$ cat src/rtl/mem_stage_px.sv
// Memory stage for the vector/pixel pipeline: routes ALU/load results to writeback,
// resolves branches, and collects GP pixels into a frame buffer drained over a stream port.
module mem_stage_px #(
    parameter int DATA_W    = 32,
    parameter int RD_W      = 7,
    parameter int ADDR_W    = 20,
    parameter int MEM_LAT   = 2,
    parameter int PIX_W     = 8,
    parameter int LANES     = 1,
    parameter int FRAME_PIX = 16
) (
    input  logic              clk,
    input  logic              rst_n,
    input  logic              in_valid,
    output logic              in_ready,
    input  logic [4:0]        opcode,
    input  logic [RD_W-1:0]   rd_in,
    input  logic [RD_W-1:0]   branch_in,
    input  logic [DATA_W-1:0] alu_result,
    output logic              dmem_req,
    output logic [ADDR_W-1:0] dmem_addr,
    input  logic [DATA_W-1:0] dmem_rdata,
    output logic              wb_valid,
    output logic              wr_en,
    output logic [DATA_W-1:0] result,
    output logic [RD_W-1:0]   rd_wb,
    output logic [RD_W-1:0]   branch_out,
    output logic              branch_taken,
    output logic              frame_done,
    output logic              pix_out_valid,
    input  logic              pix_out_ready,
    output logic [PIX_W-1:0]  pix_out_data
);

    localparam int PTR_W = (FRAME_PIX > 1) ? $clog2(FRAME_PIX) : 1;
    localparam int CNT_W = $clog2(MEM_LAT + 1);

    localparam logic [4:0] OP_LV  = 5'd1;
    localparam logic [4:0] OP_ADD = 5'd2;
    localparam logic [4:0] OP_SUB = 5'd3;
    localparam logic [4:0] OP_MUL = 5'd4;
    localparam logic [4:0] OP_DIV = 5'd5;
    localparam logic [4:0] OP_CP  = 5'd6;
    localparam logic [4:0] OP_B   = 5'd7;
    localparam logic [4:0] OP_BEQ = 5'd8;
    localparam logic [4:0] OP_SLR = 5'd9;
    localparam logic [4:0] OP_GP  = 5'd10;

    typedef enum logic {
        ST_RUN,
        ST_CP_WAIT
    } state_t;

    state_t            r_state;
    logic [CNT_W-1:0]  r_cnt;
    logic [RD_W-1:0]   r_cpRd;
    logic [RD_W-1:0]   r_cpBranch;
    logic [PTR_W-1:0]  r_wrPtr;
    logic [PTR_W-1:0]  r_rdPtr;
    logic              r_draining;
    logic [PIX_W-1:0]  r_buf [FRAME_PIX];

    logic w_isGp;
    logic w_accept;
    logic w_fill;
    logic w_lastPix;

    // Drain is tracked apart from the FSM so a CP load never blocks pixel output;
    // only GP must wait for the buffer to empty.
    assign w_isGp    = (opcode == OP_GP);
    assign in_ready  = (r_state == ST_RUN) && !(r_draining && w_isGp);
    assign w_accept  = in_valid && in_ready;
    assign w_fill    = (r_wrPtr == PTR_W'(FRAME_PIX - LANES));
    assign w_lastPix = (r_rdPtr == PTR_W'(FRAME_PIX - 1));

    assign pix_out_valid = r_draining;
    assign pix_out_data  = r_draining ? r_buf[r_rdPtr] : '0;

    always_ff @(posedge clk or negedge rst_n) begin
        if (!rst_n) begin
            r_state      <= ST_RUN;
            r_cnt        <= '0;
            r_cpRd       <= '0;
            r_cpBranch   <= '0;
            r_wrPtr      <= '0;
            r_rdPtr      <= '0;
            r_draining   <= 1'b0;
            dmem_req     <= 1'b0;
            dmem_addr    <= '0;
            wb_valid     <= 1'b0;
            wr_en        <= 1'b0;
            result       <= '0;
            rd_wb        <= '0;
            branch_out   <= '0;
            branch_taken <= 1'b0;
            frame_done   <= 1'b0;
        end else begin
            wb_valid     <= 1'b0;
            wr_en        <= 1'b0;
            result       <= '0;
            rd_wb        <= '0;
            branch_out   <= '0;
            branch_taken <= 1'b0;
            frame_done   <= 1'b0;
            dmem_req     <= 1'b0;

            if (r_draining && pix_out_ready) begin
                if (w_lastPix) begin
                    r_rdPtr    <= '0;
                    r_draining <= 1'b0;
                end else begin
                    r_rdPtr <= r_rdPtr + PTR_W'(1);
                end
            end

            case (r_state)
                ST_CP_WAIT: begin
                    // Load data is valid in the cycle where the count reaches MEM_LAT.
                    if (r_cnt == CNT_W'(MEM_LAT)) begin
                        wb_valid   <= 1'b1;
                        wr_en      <= 1'b1;
                        result     <= dmem_rdata;
                        rd_wb      <= r_cpRd;
                        branch_out <= r_cpBranch;
                        r_state    <= ST_RUN;
                    end else begin
                        r_cnt <= r_cnt + CNT_W'(1);
                    end
                end
                default: begin
                    if (w_accept) begin
                        case (opcode)
                            OP_LV, OP_ADD, OP_SUB, OP_MUL, OP_DIV, OP_SLR: begin
                                wb_valid <= 1'b1;
                                wr_en    <= 1'b1;
                                result   <= alu_result;
                                rd_wb    <= rd_in;
                            end
                            OP_CP: begin
                                dmem_req   <= 1'b1;
                                dmem_addr  <= alu_result[ADDR_W-1:0];
                                r_cpRd     <= rd_in;
                                r_cpBranch <= branch_in;
                                r_cnt      <= '0;
                                r_state    <= ST_CP_WAIT;
                            end
                            OP_B: begin
                                wb_valid     <= 1'b1;
                                branch_out   <= branch_in;
                                branch_taken <= 1'b1;
                            end
                            OP_BEQ: begin
                                wb_valid <= 1'b1;
                                if (alu_result == DATA_W'(1)) begin
                                    branch_out   <= branch_in;
                                    branch_taken <= 1'b1;
                                end
                            end
                            OP_GP: begin
                                wb_valid <= 1'b1;
                                if (w_fill) begin
                                    frame_done <= 1'b1;
                                    r_wrPtr    <= '0;
                                    r_draining <= 1'b1;
                                end else begin
                                    r_wrPtr <= r_wrPtr + PTR_W'(LANES);
                                end
                            end
                            default: begin
                                wb_valid <= 1'b1;
                            end
                        endcase
                    end
                end
            endcase
        end
    end

    // Frame storage is deliberately unreset; stale pixels are never drained before a refill.
    always_ff @(posedge clk) begin
        if (w_accept && w_isGp) begin
            for (int k = 0; k < LANES; k++) begin
                r_buf[r_wrPtr + PTR_W'(k)] <= alu_result[k*PIX_W +: PIX_W];
            end
        end
    end

endmodule

$ cat config.mk
export PLATFORM = sky130hd
export DESIGN_NAME = mem_stage_px
export DESIGN_NICKNAME = d
export VERILOG_FILES = /design/src/rtl/mem_stage_px.sv
export SDC_FILE = /design/constraint.sdc
export NUM_CORES = 1
export LEC_CHECK = 0
export CORE_ASPECT_RATIO = 1.5
export CORE_MARGIN = 2
export CORE_UTILIZATION = 54
export CTS_BUF_LIST = sky130_fd_sc_hd__clkbuf_4
export DETAILED_ROUTE_END_ITERATION = 10
export PLACE_DENSITY_LB_ADDON = 0.25
export SLEW_MARGIN = 5
export SYNTH_ARGS = -nofsm -noshare
export SYNTH_HDL_FRONTEND = slang
export SYNTH_SLANG_ARGS = --single-unit
export TNS_END_PERCENT = 1
$ cat constraint.sdc
create_clock -name clk -period 3 [get_ports clk]
set_input_delay 0.9 -clock clk [delete_from_list [all_inputs] [get_ports clk]]
set_output_delay 0.9 -clock clk [all_outputs]
set_load 0.005 [all_outputs]
# Word level (Yosys, flattened, before mapping)

Memory sizes are Yosys's and may differ from the RTL's.
Cells that the tools add are included.

Input port bits: 87
Memories kept: 1
RAM bits: 128
Output and inout bits: 81
Word-level logic and storage cells: 96
Bits in registers: 97

Multiplexer cells: 48
Bitwise logic cells: 1
Reduce and logical (&&, ||, !) cells: 12
Equality and inequality tests: 15
Add/subtract/negate cells: 3

Memories:

| name  | words | bits a word | read ports | clocked after memory_dff | wr ports | line | source |
|---|---|---|---|---|---|---|---|
| r_buf | 16    | 8           | 1          | 0                        | 1        | 61   | `logic [PIX_W-1:0] r_buf [FRAME_PIX];` |

Operators by type and width:

| kind                                                                   | count |
|---|---|
| 32-bit two-way mux                                                     | 4 |
| 7-bit two-way mux                                                      | 8 |
| 32-bit by 1-bit equality test with 1-bit output, second input constant | 1 |
| 1-bit two-way mux                                                      | 27 |
| 5-bit by 3-bit equality test with 1-bit output, second input constant  | 4 |
| 5-bit by 4-bit equality test with 1-bit output, second input constant  | 3 |
| 7-bit case mux with 2 select lines                                     | 1 |
| 5-bit by 2-bit equality test with 1-bit output, second input constant  | 2 |
| 3-bit AND reduction                                                    | 3 |
| 4-bit by 1-bit adder with 4-bit output, second input constant          | 2 |
| 4-bit equality test, second input constant                             | 2 |
| 2-bit two-way mux                                                      | 4 |
| 4-bit two-way mux                                                      | 2 |
| 8-bit two-way mux                                                      | 1 |
| 6-bit OR reduction                                                     | 1 |
| 5-bit by 1-bit equality test with 1-bit output, second input constant  | 1 |
| 1-bit logical AND                                                      | 5 |
| 2-bit nonzero test                                                     | 2 |
| 2-bit by 1-bit adder with 2-bit output, second input constant          | 1 |
| 2-bit equality test, second input constant                             | 1 |
| 2-bit inequality test, second input constant                           | 1 |
| 1-bit case mux with 2 select lines                                     | 1 |
| 1-bit zero test                                                        | 1 |
| 1-bit inverter                                                         | 1 |

# Logic depth before layout (Yosys ltp)

Word-level depth: 8
Gate-level depth with buffers: 6

# Worst setup path before layout

No wires, ideal clock.

Path type: input -> register
Start: input port opcode[4]
End: memory r_buf[3][0] (enable)
Cell stages on the path: 5
Arrival: 2.260 ns
Path buffers: 1
Path slack: 0.357 ns
Cell sequence: nor3b_4 > and4b_1 > buf_2 > nand2_1 > nor3_1

Longest elaborated chain between the ends: 8

Ends and longest elaborated chain:

| item                                             | line | source |
|---|---|---|
| start, declared                                  | 16   | `input logic [4:0] opcode,` |
| 5-bit by 4-bit equality test with 1-bit output * | 70   | `assign w_isGp = (opcode == OP_GP);` |
| 1-bit logical AND                                | 71   | `assign in_ready = (r_state == ST_RUN) && !(r_draining && w_isGp);` |
| 1-bit zero test                                  | 71   |  |
| 1-bit logical AND                                | 71   |  |
| 1-bit logical AND                                | 72   | `assign w_accept = in_valid && in_ready;` |
| 1-bit logical AND *                              | 181  | `if (w_accept && w_isGp) begin` |
| 1-bit two-way mux *                              | 181  |  |
| 1-bit two-way mux (implied by the code) *        | 183  | `r_buf[r_wrPtr + PTR_W'(k)] <= alu_result[k*PIX_W +: PIX_W];` |
| end, declared                                    | 61   |  |

Mark *: on every way between the ends. The rest lies on a longest branch, timed or not.

# Worst setup path in the final report

Start: register r_rdPtr[0]
End: output port pix_out_data[4]

Longest elaborated chain between the ends: 2

Ends and longest elaborated chain:

| item                   | line | source |
|---|---|---|
| start, declared        | 59   | `logic [PTR_W-1:0] r_rdPtr;` |
| start signal, assigned | 112  | `r_rdPtr <= r_rdPtr + PTR_W'(1);` |
| memory read 16 x 8 bit | n/a  |  |
| 8-bit two-way mux      | 77   | `assign pix_out_data = r_draining ? r_buf[r_rdPtr] : '0;` |
| end, declared          | 32   | `output logic [PIX_W-1:0] pix_out_data` |

No other way between the ends.

==> impl_metrics.json <==
{
  "cp.depth": 7,
  "cp_slowest_stage_delay_ps": 490,
  "hold_class": "input port to async pin",
  "drt-total-wl_um": 21600,
  "synthTopCellsByArea": "edfxtp_1 43%, dfrtp_1 27%, mux4_2 8.1%",
  "vdd_drop_max_v": 0.000407,
  "grt_pass1_wl_um": 34200,
  "grt.overflow.total": 0,
  "drv_slew": 0,
  "wire_per_inst_um": 21.7,
  "grt_pass1_vias": 6392,
  "insertion_delay_ps": 610,
  "drc": 0,
  "fin_nets": 854,
  "p_total_mw": 6.47,
  "core_um2": 16100,
  "multiInputGateArea_um2": 2480,
  "p_leak_nw": 4.69,
  "initial_core_util_pct": 55.1,
  "swShare_pct": 23.1,
  "cp_common_cell": "buf_6",
  "die_area_um2": 17500,
  "synth_most_common_cell": "edfxtp_1",
  "syn_area_per_cell_um2": 17.4,
  "io_pins": 168,
  "fp.dieH_um": 161,
  "power_density_nw_per_um2": 545,
  "p_clk_share_pct": 33.7,
  "ys_top_cells_by_count": "128 x edfxtp_1, 97 x dfrtp_1, 40 x a22o_1",
  "violations": "negative setup slack",
  "hold_slack_ps": 194,
  "path_delay_family": "buffers and inverters",
  "grt_start_max_net_pins": 74,
  "drive_gt1_share_pct": 29.8,
  "ys_ff_latch": 225,
  "drt-pass1-iter-count": 5,
  "synthFlopType": "edfxtp_1",
  "dr_total_vias": 5717,
  "die_w_um": 109,
  "timing.slew.headroom_pct": 34.8,
  "critPathSlowestCell": "mux4_2",
  "synth_area_um2": 8880,
  "yosysSeqAreaShare_pct": 70.7,
  "p_int_mw": 4.98,
  "tns_ps": -1180,
  "placementRows": 57,
  "hold_viol": 0,
  "worst_setup_path_start_kind": "register",
  "cap_violations": 0,
  "final-seq-area_um2": 6270,
  "netlist-cell-type-count": 44,
  "cp_data_arrival_time_ps": 2290,
  "p_switching_mw": 1.49,
  "cts_buffers": 49,
  "pwr-share-comb_pct": 11.8,
  "syn_nets": 602,
  "pwr-share-seq_pct": 54.5,
  "cts-root-buf": "clkbuf_4",
  "clock_skew_ps": 23.9,
  "synth-async-reset-ratio_pct": 43.1,
  "yosysTopAreaCell": "edfxtp_1",
  "final_util_pct": 73.7,
  "gp_congestion": 0.843,
  "cts_max_path_buffers": 3,
  "worstRegToRegCells": 5,
  "synth_cells": 509,
  "path_cells": "buf_6 -> buf_12 -> buf_6 -> mux4_2 -> a22oi_2 -> nand2_1 -> clkbuf_2",
  "end_kind": "primary output",
  "setup_violations": 8,
  "dr.first_iter.drc_count": 347,
  "critPathKind": "register to primary output",
  "fmax_mhz": 314,
  "dpl.hpwl_um": 14900,
  "finalCritPeriodShare_pct": 106,
  "critical_path_buf_inv_count": 4,
  "io_buffers": 167,
  "antenna_found_initial": 1,
  "cts.reportedPaths.clkPinSlew_ps": 80,
  "n_fill_cell": 1077,
  "viasPerCell": 5.73,
  "path_max_fanout": 8,
  "final_cell_area_um2": 11900,
  "critPathRequiredTime_ps": 2100,
  "cts_num_sinks": 225,
  "setup_ws_ps": -185,
  "cts_tree": "built",
  "synth_enable_flop_cells": 128,
  "yosysWarningCount": 0,
  "layout_min_cycle_time_ps": 3190,
  "outcome": "finished with violations",
  "worst_slew_pin_slew_ps": 978,
  "rsz0062_at_grt": "true",
  "synth.top_cell.area_share_pct": 43.3,
  "synthToLayoutAreaGrowth_pct": 33.8,
  "placed_area_um2": 11100,
  "h-tree-depth": 2,
  "grt_usage_pct": 26.0,
  "ant_nets": 0
}
## worst paths after layout
| check | slack (ps) | start | to |
|---|---|---|---|
| worst min register to register | 490 | r_cpRd[3] | rd_wb[3] |
| min in group clk | 490 | r_cpRd[3] | rd_wb[3] |
| worst min-delay path | 190 | rst_n | branch_out[2] |
| worst max-delay path | -190 | r_rdPtr[0] | pix_out_data[4] |
| max in group asynchronous | 2090 | rst_n | dmem_addr[6] |
| worst max register to register | 930 | r_state | r_buf[1][6] |
## what timing repair did
item,4_1_cts,5_1_grt
setup endpoints to repair,9,9
gates resized for setup,43,10
buffers inserted,8,2
cloned,2,0
pin swaps,15,14
hold buffers,0,0
endpoints found under the hold margin,0,0
## metrics by stage
| stage | instances | setup slack, ps |
|---|---|---|
| after floorplan | 509 | 357 |
| after global placement | 906 | -152 |
| after detailed placement | 906 | -159 |
| after CTS | 997 | -331 |
| after global routing | 998 | -289 |
| final | 998 | -185 |
## logic make-up after synthesis
family / count (synthesis) / share of synthesized area (%)
AO/OA/AOI/OAI: 87 / 7.58
XOR/XNOR: 2 / 0.197
adder cells (fa/ha/maj): 6 / 0.846
buffers and inverters: 37 / 2.18
flip-flops: 225 / 70.7
multiplexers: 67 / 13.2
AND/OR/NAND/NOR: 85 / 5.30
## layer usage
metal / track usage [%] / up-vias / share of wire (%)
met4: 10.4 / 0 / 3.0
met3: 5.89 / 45 / 5.9
met1: 28.2 / 2915 / 35
met2: 47.9 / 231 / 56
met5: 0 / - / 0
li1: - / 2526 / -
## sequential cells by signal, indices dropped and copies added, names as in the netlist, 7 cells and up
register and flops:
r_buf 128, r_cpRd 7, branch_out 7, result 32
r_cpBranch 7, rd_wb 7, dmem_addr 20
## layout by cell type, fill, tap and decap left out, types with 7 or more instances in the layout
cell,count
a22o_1,40
nor2_1,14
nand2_1,18
buf_4,52
a22oi_1,7
mux2_2,19
mux2_4,16
buf_12,8
edfxtp_1,128
nand3_1,14
clkdlybuf4s50_1,155
mux4_2,32
dfrtp_1,96
a22oi_2,14
clkbuf_4,72
nor4_1,7
o21ai_0,13
## final cells by class
class | instances | area share (%)
Inverter | 6 | 0.190
Sequential cell | 225 | 52.8
Antenna cell | 1 | 0.0211
Clock inverter | 9 | 0.337
Multi-Input combinational cell | 247 | 20.9
Timing Repair Buffer | 232 | 19.0
Tap cell | 206 | 2.17
Clock buffer | 72 | 4.55
## worst register-to-register path: stages, from the launching register on
cell and delay, ps:
dfrtp_1 440, nor2b_1 210, and4b_1 360, nand2_1 180, nor3_1 350, buf_4 240
## power by group through the flow
stage	sequential, mW	clock (mW)	combinational [mW]
floorplan	3.56	0	0.298
global placement	3.58	0	0.707
detailed placement	3.59	0	0.741
CTS	3.53	2.24	0.773
global route	3.55	2.38	0.820
finish	3.53	2.18	0.762
(Power assumes the default switching activity.)
